<file path="config.mk">
export PLATFORM = sky130hd
export DESIGN_NAME = turf_trigger_source_arbiter_flat
export DESIGN_NICKNAME = d
export VERILOG_FILES = /design/src/rtl/turf_trigger_source_arbiter_pkg.sv /design/src/rtl/turf_trigger_source_arbiter_if.sv /design/src/rtl/turf_trigger_source_arbiter_pps_delay_timer.sv /design/src/rtl/turf_trigger_source_arbiter.sv /design/src/flat_wrapper.sv
export SDC_FILE = /design/constraint.sdc
export NUM_CORES = 1
export LEC_CHECK = 0
export CAP_MARGIN = 10
export CORE_MARGIN = 3
export CORE_UTILIZATION = 35
export CTS_CLUSTER_SIZE = 20
export DETAILED_ROUTE_END_ITERATION = 8
export MAX_ROUTING_LAYER = met4
export REMOVE_ABC_BUFFERS = 1
export SLEW_MARGIN = 20
export SYNTH_ARGS = -nofsm -noshare
export SYNTH_HDL_FRONTEND = slang
export SYNTH_SLANG_ARGS = --single-unit
</file>
<file path="constraint.sdc">
create_clock -name clk250_i -period 4.2 [get_ports clk250_i]
set_input_delay 0.42 -clock clk250_i [delete_from_list [all_inputs] [get_ports clk250_i]]
set_output_delay 0.42 -clock clk250_i [all_outputs]
set_load 0.005 [all_outputs]
</file>
<file path="src/rtl/turf_trigger_source_arbiter_pkg.sv">
// turf_trig_pkg
//   Shared definitions for the TURF trigger source arbiter: the arbiter FSM
//   state encoding, conventional source indices and default widths.
//   Built without TRIG_SRC_SCALERS_EN by default. Defining it adds the
//   per-source scaler outputs to the top.
package turf_trig_pkg;

  typedef enum logic [1:0] {
    ST_IDLE  = 2'd0,
    ST_OFFER = 2'd1,
    ST_HOLD  = 2'd2
  } trig_state_e;

  localparam int SRC_SOFT = 0;
  localparam int SRC_EXT  = 1;
  localparam int SRC_PPS1 = 2;
  localparam int SRC_PPS2 = 3;

  localparam int DEF_N_SRC     = 4;
  localparam int DEF_PPS_SRC   = SRC_PPS1;
  localparam int DEF_DELAY_W   = 28;
  localparam int DEF_HOLDOFF_W = 16;
  localparam int DEF_CNT_W     = 32;

endpackage

</file>
<file path="src/rtl/turf_trigger_source_arbiter_if.sv">
// turf_trigger_source_arbiter_if
//   Trigger offer handshake between the arbiter and TRIGGER_INTERFACE.
//   trig_valid : trigger offered (master -> slave)
//   trig_mask  : sources contributing to the offered trigger (master -> slave)
//   trig_ready : downstream accepts the offer (slave -> master)
interface turf_trigger_source_arbiter_if #(
  parameter int N_SRC = 4
);
  logic             trig_valid;
  logic             trig_ready;
  logic [N_SRC-1:0] trig_mask;

  modport master (
    output trig_valid,
    output trig_mask,
    input  trig_ready
  );

  modport slave (
    input  trig_valid,
    input  trig_mask,
    output trig_ready
  );
endinterface

</file>
<file path="src/rtl/turf_trigger_source_arbiter_pps_delay_timer.sv">
// turf_pps_delay_timer
//   Detects a rise on the synchronous PPS level and, when armed, produces a
//   single-cycle pulse delay_i ticks later (delay 0: the cycle right after the
//   rise). A rise while the timer is running restarts it and flags restart_o.
//   Ports:
//     clk250_i, rst_n_i : clock, async active-low reset
//     pps_i             : PPS level
//     arm_en_i          : PPS source enabled; gates timer starts
//     clear_i           : stops the timer and blocks starts
//     delay_i           : delay in ticks, sampled when the timer starts
//     pps_rise_o        : raw PPS rise, independent of arm/clear
//     pulse_o           : delayed PPS trigger pulse
//     restart_o         : a qualified rise landed on a running timer
module turf_pps_delay_timer
  import turf_trig_pkg::*;
#(
  parameter int DELAY_W = DEF_DELAY_W
) (
  input  logic               clk250_i,
  input  logic               rst_n_i,
  input  logic               pps_i,
  input  logic               arm_en_i,
  input  logic               clear_i,
  input  logic [DELAY_W-1:0] delay_i,
  output logic               pps_rise_o,
  output logic               pulse_o,
  output logic               restart_o
);

  logic               pps_r;
  logic               running;
  logic [DELAY_W-1:0] remain;
  logic               start;

  // Down-counter loaded with the delay; terminal count 0 fires the pulse.
  assign pps_rise_o = pps_i & ~pps_r;
  assign start      = pps_rise_o & arm_en_i & ~clear_i;
  assign pulse_o    = running & (remain == '0);
  // A rise in the very cycle the pulse fires does not discard anything.
  assign restart_o  = start & running & ~pulse_o;

  always_ff @(posedge clk250_i or negedge rst_n_i) begin
    if (!rst_n_i) begin
      pps_r   <= 1'b0;
      running <= 1'b0;
      remain  <= '0;
    end else begin
      pps_r <= pps_i;
      if (clear_i) begin
        running <= 1'b0;
        remain  <= '0;
      end else if (start) begin
        running <= 1'b1;
        remain  <= delay_i;
      end else if (pulse_o) begin
        running <= 1'b0;
      end else if (running) begin
        remain <= remain - DELAY_W'(1);
      end
    end
  end

endmodule

</file>
<file path="src/rtl/turf_trigger_source_arbiter.sv">
// turf_trigger_source_arbiter
//   Edge-detects N_SRC trigger sources (source PPS_SRC replaced by a delayed
//   PPS pulse), applies per-source enables and a master disable, coalesces
//   simultaneous edges into one masked trigger and offers it downstream via a
//   valid/ready handshake followed by a programmable holdoff.
//   Optional TRIG_SRC_SCALERS_EN adds per-source edge scalers latched on PPS.
//   Ports:
//     clk250_i, rst_n_i : 250 MHz clock, async active-low reset
//     src_i, src_en_i   : source levels and per-source enables
//     disable_i         : master disable; clears pending and the PPS timer
//     pps_i             : PPS level
//     pps_delay_i       : PPS trigger delay in ticks
//     holdoff_i         : post-accept holdoff in ticks
//     trig_if           : trigger offer handshake (valid/mask out, ready in)
//     trig_count_o      : accepted triggers
//     lost_count_o      : coalesced/dropped edges and PPS restarts
//     scal_o, scal_stb_o: (TRIG_SRC_SCALERS_EN) latched scalers and strobe
//
//   state    | meaning
//   ---------+------------------------------------------------------------
//   ST_IDLE  | waiting for any pending source; latches mask on the way out
//   ST_OFFER | trigger offered; valid/mask held until trig_ready
//   ST_HOLD  | post-accept holdoff; new edges keep accumulating in pending
module turf_trigger_source_arbiter
  import turf_trig_pkg::*;
#(
  parameter int N_SRC     = DEF_N_SRC,
  parameter int PPS_SRC   = DEF_PPS_SRC,
  parameter int DELAY_W   = DEF_DELAY_W,
  parameter int HOLDOFF_W = DEF_HOLDOFF_W,
  parameter int CNT_W     = DEF_CNT_W
) (
  input  logic                   clk250_i,
  input  logic                   rst_n_i,
  input  logic [N_SRC-1:0]       src_i,
  input  logic [N_SRC-1:0]       src_en_i,
  input  logic                   disable_i,
  input  logic                   pps_i,
  input  logic [DELAY_W-1:0]     pps_delay_i,
  input  logic [HOLDOFF_W-1:0]   holdoff_i,
  turf_trigger_source_arbiter_if.master trig_if,
  output logic [CNT_W-1:0]       trig_count_o,
  output logic [CNT_W-1:0]       lost_count_o
`ifdef TRIG_SRC_SCALERS_EN
  ,
  output logic [N_SRC*CNT_W-1:0] scal_o,
  output logic                   scal_stb_o
`endif
);

  trig_state_e          state;
  logic [HOLDOFF_W-1:0] hold_remain;
  logic [N_SRC-1:0]     src_r;
  logic [N_SRC-1:0]     src_rr;
  logic [N_SRC-1:0]     src_rise;
  logic [N_SRC-1:0]     rise_eff;
  logic [N_SRC-1:0]     set_vec;
  logic [N_SRC-1:0]     clear_vec;
  logic [N_SRC-1:0]     pending;
  logic                 take_pending;
  logic                 collide;
  logic                 pps_rise;
  logic                 pps_pulse;
  logic                 pps_restart;

  turf_pps_delay_timer #(
    .DELAY_W (DELAY_W)
  ) u_pps_timer (
    .clk250_i   (clk250_i),
    .rst_n_i    (rst_n_i),
    .pps_i      (pps_i),
    .arm_en_i   (src_en_i[PPS_SRC]),
    .clear_i    (disable_i),
    .delay_i    (pps_delay_i),
    .pps_rise_o (pps_rise),
    .pulse_o    (pps_pulse),
    .restart_o  (pps_restart)
  );

  assign src_rise = src_r & ~src_rr;

  always_comb begin
    rise_eff          = src_rise;
    rise_eff[PPS_SRC] = pps_pulse;
  end

  assign set_vec      = rise_eff & src_en_i & {N_SRC{~disable_i}};
  // Disable blocks the latch too, so a disabled cycle never opens a new offer.
  assign take_pending = (state == ST_IDLE) && (pending != '0) && !disable_i;
  assign clear_vec    = take_pending ? pending : '0;
  // Only an edge that really merges into an outstanding bit is lost; an edge
  // landing on a bit being latched this cycle survives as a fresh pending bit.
  assign collide      = |(set_vec & pending & ~clear_vec);

  always_ff @(posedge clk250_i or negedge rst_n_i) begin
    if (!rst_n_i) begin
      src_r        <= '0;
      src_rr       <= '0;
      pending      <= '0;
      lost_count_o <= '0;
    end else begin
      src_r        <= src_i;
      src_rr       <= src_r;
      pending      <= disable_i ? '0 : ((pending & ~clear_vec) | set_vec);
      lost_count_o <= lost_count_o + CNT_W'(collide) + CNT_W'(pps_restart);
    end
  end

  always_ff @(posedge clk250_i or negedge rst_n_i) begin
    if (!rst_n_i) begin
      state              <= ST_IDLE;
      trig_if.trig_valid <= 1'b0;
      trig_if.trig_mask  <= '0;
      trig_count_o       <= '0;
      hold_remain        <= '0;
    end else begin
      case (state)
        ST_IDLE: begin
          if (take_pending) begin
            trig_if.trig_mask  <= pending;
            trig_if.trig_valid <= 1'b1;
            state              <= ST_OFFER;
          end
        end
        ST_OFFER: begin
          if (trig_if.trig_ready) begin
            trig_if.trig_valid <= 1'b0;
            trig_if.trig_mask  <= '0;
            trig_count_o       <= trig_count_o + CNT_W'(1);
            if (holdoff_i != '0) begin
              // Loaded with holdoff-1 so HOLD lasts exactly holdoff_i cycles.
              hold_remain <= holdoff_i - HOLDOFF_W'(1);
              state       <= ST_HOLD;
            end else begin
              state <= ST_IDLE;
            end
          end
        end
        ST_HOLD: begin
          if (hold_remain == '0) begin
            state <= ST_IDLE;
          end else begin
            hold_remain <= hold_remain - HOLDOFF_W'(1);
          end
        end
        default: begin
          state              <= ST_IDLE;
          trig_if.trig_valid <= 1'b0;
          trig_if.trig_mask  <= '0;
        end
      endcase
    end
  end

`ifdef TRIG_SRC_SCALERS_EN
  logic [CNT_W-1:0] scal_cnt [N_SRC];
  logic             scal_latched;

  // On a PPS rise the running counts are published and restarted; an edge in
  // that same cycle becomes the first count of the new second.
  always_ff @(posedge clk250_i or negedge rst_n_i) begin
    if (!rst_n_i) begin
      for (int i = 0; i < N_SRC; i++) begin
        scal_cnt[i] <= '0;
      end
      scal_o       <= '0;
      scal_latched <= 1'b0;
      scal_stb_o   <= 1'b0;
    end else begin
      scal_latched <= pps_rise;
      scal_stb_o   <= scal_latched;
      for (int i = 0; i < N_SRC; i++) begin
        if (pps_rise) begin
          scal_o[i*CNT_W +: CNT_W] <= scal_cnt[i];
          scal_cnt[i]              <= CNT_W'(set_vec[i]);
        end else begin
          scal_cnt[i] <= scal_cnt[i] + CNT_W'(set_vec[i]);
        end
      end
    end
  end
`endif

endmodule
</file>
<file path="src/flat_wrapper.sv">
// flat-port wrapper written by rule: the top's interface ports become plain ports
module turf_trigger_source_arbiter_flat import turf_trig_pkg::*;
#(
  parameter int N_SRC     = DEF_N_SRC,
  parameter int PPS_SRC   = DEF_PPS_SRC,
  parameter int DELAY_W   = DEF_DELAY_W,
  parameter int HOLDOFF_W = DEF_HOLDOFF_W,
  parameter int CNT_W     = DEF_CNT_W
)
  (clk250_i, rst_n_i, src_i, src_en_i, disable_i, pps_i, pps_delay_i, holdoff_i, trig_count_o, lost_count_o, trig_if_trig_valid, trig_if_trig_mask, trig_if_trig_ready);
  turf_trigger_source_arbiter_if #(.N_SRC(N_SRC)) trig_if_i ();
  input  logic clk250_i;
  input  logic rst_n_i;
  input  logic [N_SRC-1:0] src_i;
  input  logic [N_SRC-1:0] src_en_i;
  input  logic disable_i;
  input  logic pps_i;
  input  logic [DELAY_W-1:0] pps_delay_i;
  input  logic [HOLDOFF_W-1:0] holdoff_i;
  output logic [CNT_W-1:0] trig_count_o;
  output logic [CNT_W-1:0] lost_count_o;
  output wire logic [$bits(trig_if_i.trig_valid)-1:0] trig_if_trig_valid;
  output wire logic [$bits(trig_if_i.trig_mask)-1:0] trig_if_trig_mask;
  input wire logic [$bits(trig_if_i.trig_ready)-1:0] trig_if_trig_ready;
  assign trig_if_trig_valid = trig_if_i.trig_valid;
  assign trig_if_trig_mask = trig_if_i.trig_mask;
  assign trig_if_i.trig_ready = trig_if_trig_ready;
  turf_trigger_source_arbiter #(.N_SRC(N_SRC), .PPS_SRC(PPS_SRC), .DELAY_W(DELAY_W), .HOLDOFF_W(HOLDOFF_W), .CNT_W(CNT_W)) u_core (.clk250_i(clk250_i), .rst_n_i(rst_n_i), .src_i(src_i), .src_en_i(src_en_i), .disable_i(disable_i), .pps_i(pps_i), .pps_delay_i(pps_delay_i), .holdoff_i(holdoff_i), .trig_if(trig_if_i), .trig_count_o(trig_count_o), .lost_count_o(lost_count_o));
endmodule
</file>
# --- Word-level counts from Yosys, hierarchy flattened ---
# Cells that the tools add are included.
totals:
  regBits: 129
  inputBits: 57
  out_inout_bits: 69
op_classes:
  n_addsub: 6
  eq_ne: 8
  n_mux: 24
  n_bitwise: 19
  n_reduce_logical: 17
ops:
  columns: ["operator", "count"]
  rows:
  - ["$mux W28", 4]
  - ["$add A32 B1 Y32", 2]
  - ["$mux W16", 3]
  - ["$add A32 B1 Y32 const B", 1]
  - ["$pmux W16 S2", 1]
  - ["$sub A16 B1 Y16 const B", 2]
  - ["$logic_not A28 Y1", 1]
  - ["$sub A28 B1 Y28 const B", 1]
  - ["$and A4 B4 Y4", 6]
  - ["$logic_not A16 Y1", 1]
  - ["$mux W4", 4]
  - ["$reduce_bool A16 Y1", 1]
  - ["$pmux W4 S3", 1]
  - ["$mux W2", 4]
  - ["$not A4 Y4", 2]
  - ["$and A1 B1 Y1", 6]
  - ["$ne A2 B1 Y1 const B", 3]
  - ["$pmux W2 S3", 1]
  - ["$reduce_and A3 Y1", 2]
  - ["$reduce_bool A3 Y1", 2]
  - ["$mux W1", 5]
  - ["$ne A2 B2 Y1 const B", 2]
  - ["$not A1 Y1", 4]
  - ["$or A4 B4 Y4", 1]
  - ["12 further kinds", 14]

# --- Logic depth before layout (Yosys ltp) ---
depth:
  word_depth: 9
  depth_mapped: 12
  ltp_nobuf: 11

# --- Cells and area by module ---
# A second synthesis with hierarchy kept.
hier_totals:
  cells_unflattened: 704
  hier_area_um2: 6750.2
modules_own_cells:
  columns: ["mod", "instances", "cells_each", "area_each_um2"]
  rows:
  - ["turf_trigger_source_arbiter", 1, 487, 4815.9]
  - ["turf_pps_delay_timer", 1, 217, 1934.4]

# --- Least setup slack after synthesis ---
# OpenSTA, ideal clock, no wires.
synth_timing:
  kind: "register to register"
  start: "register u_core.u_pps_timer.remain[10]"
  end: "register u_core.lost_count_o[25]"
  setup_time_ps: 123
  arrival_ps: 2895
  required_ps: 4077
  setup_slack_ps: 1182
  stages_incl_launch_ff: 12
  path_buffers: 1
  path_cell_list: "dfrtp_1 or4_4 buf_6 and4bb_2 and4_1 nand3_1 o22ai_1 fa_1 nand3_1 nor4_2 nand3_1 xnor2_1"
synth_via:
  elab_chain_cells: 9
synth_rtl:
  columns: ["element", "line_no", "source"]
  rows:
  - ["start, declared", "turf_trigger_source_arbiter_pps_delay_timer.sv:32", "logic [DELAY_W-1:0] remain;"]
  - ["start signal, assigned", "turf_trigger_source_arbiter_pps_delay_timer.sv:54", "remain <= delay_i;"]
  - ["start signal, assigned", "turf_trigger_source_arbiter_pps_delay_timer.sv:58", "remain <= remain - DELAY_W'(1);"]
  - ["$logic_not A28 Y1 (*)", "turf_trigger_source_arbiter_pps_delay_timer.sv:38", "assign pulse_o = running & (remain == '0);"]
  - ["$and A1 B1 Y1 (*)", "turf_trigger_source_arbiter_pps_delay_timer.sv:38", null]
  - ["$and A4 B4 Y4 (2 in a row)", "turf_trigger_source_arbiter.sv:87", "assign set_vec = rise_eff & src_en_i & {N_SRC{~disable_i}};"]
  - ["$and A4 B4 Y4 (2 in a row)", "turf_trigger_source_arbiter.sv:93", "assign collide = |(set_vec & pending & ~clear_vec);"]
  - ["$reduce_or A4 Y1", "turf_trigger_source_arbiter.sv:93", null]
  - ["$add A32 B1 Y32", "turf_trigger_source_arbiter.sv:105", "lost_count_o <= lost_count_o + CNT_W'(collide) + CNT_W'(pps_restart);"]
  - ["$add A32 B1 Y32 (*)", "turf_trigger_source_arbiter.sv:105", null]
  - ["end signal, assigned", "turf_trigger_source_arbiter.sv:105", null]
  - ["end, declared", "turf_trigger_source_arbiter.sv:43", "output logic [CNT_W-1:0] lost_count_o"]
# Every way passes the cells marked *; elsewhere a longest branch is shown, timed or not.
# A chain may end at the register's enable or synchronous reset.

# --- Worst setup path in the final report ---
layout_timing:
  start: "register u_core.u_pps_timer.remain[18]"
  end: "register u_core.lost_count_o[25]"
# Same word-level chain as after synthesis.

==> flow_summary.ini <==
[synth]
synth-edff-count = 0
synth_area_leader_cell = dfrtp_1
ys_seq_elements = 127
seq_area_frac_synth_pct = 47.6
syn_avg_cell_area_um2 = 9.79
async_reset_ff_share_pct = 100
yosysWarnings = 0
synth_cells = 682
synth_area_mm2 = 0.00668
synthTopCellsByArea = dfrtp_1 (48%), xnor2_1 (7.3%), nand2_1 (3.8%), nor2_1 (3.8%), nand3_1 (3.0%)
synth_cell_types = 74
ys.flop_type = dfrtp_1
synth.top_cell.area_share_pct = 47.6

[sta]
fin_ws_ps = 711
finalMaxSlewViolations = 0
max_slew_margin_pct = 39.0
whs_ps = 141
fmax_ghz = 0.287
fin_skew_ps = 8.39
worst_pin_slew_ps = 915
period_share_pct = 83.1
fin_crit_ps = 3490
finalSetupViolCount = 0
rsz0062_at_grt = false
hold_viol_final = 0
setup_tns_ps = 0

[power_and_ir_drop]
leakage_nw = 3.65
peakVddDrop_mv = 0.273
powerDensity_mw_per_mm2 = 474
power_mw = 4.16

[placement]
dp_cells = 1016
place_congestion = 0.892
place_ws_ps = 681
hpwl_um = 12400
portBuffers = 124

[global_routing]
first_global_vias = 5694
track_usage_pct = 17.8
grt_pass1_wl_um = 29000
grt_max_degree = 68
overflow = 0
antenna_found_initial = 0

[final_layout]
layout-drive-gt1-share_pct = 7.70
mostFrequentLayoutCell = dfrtp_1
multi_input_area_mm2 = 0.00332
mostFrequentLayoutCells = dfrtp_1 (127), clkdlybuf4s50_1 (123), nand2_1 (67), nor2_1 (67), xnor2_1 (56)
diodes = 0
fillers = 1734
area_growth_pct = 31.5
stdcell_count = 1047
nNetsFinal = 869
seq_area_mm2 = 0.00318

[floorplanning]
fp.dieW_um = 144
die_height_um = 144
die_area_mm2 = 0.0208
io_pins = 126
start_util_pct = 36.4
core_mm2 = 0.0183
rows = 49

[cts]
hold_buffers = 0
clock_path_buffers = 2
cts-resized-gates = 0
clkTransAtPathRegs_ps = 60
cts.sinks = 127
numCtsBuffers = 17
clock_latency_ps = 410
post_cts_buffers = 0
cts_root_buf = clkbuf_16
cts_tree = built
h-tree-depth = 4

[detailed_routing]
dr_wl_met3_um = 753
drt-wirelength-per-cell_um = 16.6
dr.pass1.iters = 5
drt-initial-drc-count = 264
via_per_inst = 5.36
routed-via-count = 5610
top_layer_used = met4
wl_met2_um = 8660
met1_length_um = 7800
drc = 0
drtAntennaViolNets = 0
routed_wl_um = 17400

[setup_path]
worstPathArrival_ps = 3780
reg2reg_depth = 9
cp-start-kind = flop
critPathTopFamily = simple AND/OR/NAND/NOR gates
path_depth = 9
worstPathRequired_ps = 4490
crit_fanout = 6
cpMaxStageDelayCell = nor4_1
cp_common_cell = nand3_1
cp-startpoint = u_core.u_pps_timer.remain[18]
cpPeakStageDelay_ps = 750
path_cells = nor4_1 > and2_1 > nand3_1 > o22ai_1 > fa_1 > nand3_1 > nor4_2 > nand3_1 > xnor2_1
r2r-start = u_core.u_pps_timer.remain[18]
critPathBufInv = 0
cp-end-kind = flop
worstSetupPathType = flop to flop

[run_status]
outcome = completed

[worst_hold_path]
min_path_type = input pin to async pin

[job]
cap_viol_max_count = 0
Yosys cell counts, drive strengths merged (8+ instances only):
cell,n
xnor2,56
clkbuf,20
and3,18
xor2,22
and2,10
nor4,20
buf,9
a21oi,20
a211oi,17
mux2i,14
nand4,13
dfrtp,127
o21ai,27
inv,11
o211ai,8
nor3,18
nor2,69
nand2,67
nand3,40
kinds of logic (layout without fill, tap and decap cells):
kind of cell | Yosys count | after routing | synth area share [%]
flip-flops | 127 | 127 | 47.6
AND/OR/NAND/NOR | 299 | 299 | 23.9
buffers and inverters | 41 | 177 | 2.59
adder cells (fa/ha/maj) | 6 | 6 | 1.24
AO/OA/AOI/OAI | 113 | 113 | 11.7
multiplexers | 18 | 18 | 2.77
XOR/XNOR | 78 | 78 | 10.2
sequential cells by signal (all words and copies together), names as in the netlist:
signal,cells
u_core.u_pps_timer.running,1
u_core.u_pps_timer.remain,28
u_core.src_r,3
u_core.trig_if.trig_mask,4
u_core.pending,4
u_core.u_pps_timer.pps_r,1
u_core.trig_if.trig_valid,1
u_core.hold_remain,16
u_core.lost_count_o,32
u_core.trig_count_o,32
u_core.state,2
u_core.src_rr,3
power breakdown:
part / switching (mW) / total (mW) / internal [mW]
Sequential: 0.168 / 1.54 / 1.37
Clock: 0.547 / 1.58 / 1.04
Combinational: 0.577 / 1.03 / 0.458
Total: 1.29 / 4.16 / 2.87
final timing paths:
kind                       slack (ps)                       to
min in group clk250_i             380         u_core.src_rr[0]
min reg2reg                       380         u_core.src_rr[0]
max                               710  u_core.lost_count_o[25]
max reg2reg                       710  u_core.lost_count_o[25]
max in group asynchronous        3060   u_core.trig_count_o[0]
min                               140    u_core.hold_remain[7]
metrics by stage:
step,utilization [%],cell area (um2)
after detailed placement,44.4,8150
after global placement,44.4,8150
after floorplan,-,6550
after CTS,47.9,8780
final,47.9,8780
after global routing,47.9,8780
routing by layer:
metal,up-vias,global-route usage [%]
li1,2713,-
met3,13,4.10
met2,144,29.4
met4,0,4.66
met5,-,-
met1,2740,22.2
worst reg2reg max path, delay by kind of cell, from the launching register on:
family                     cells  cell delay [ps]
AOI/OAI and AO/OA              1              200
DFF                            1              430
adders and majority gates      1              250
and+or+nand+nor                6             2330
xor gates and xnor gates       1              160
layout make-up:
cell class,instances,share of cell area [%]
inverter,12,0.513
multi-input combinational,514,37.9
tap,229,3.26
clock buffer,21,5.36
clock inverter,10,1.82
sequential,127,36.2
timing repair buffer,134,15.0
No activity file was read; power rests on OpenSTA's default activity.
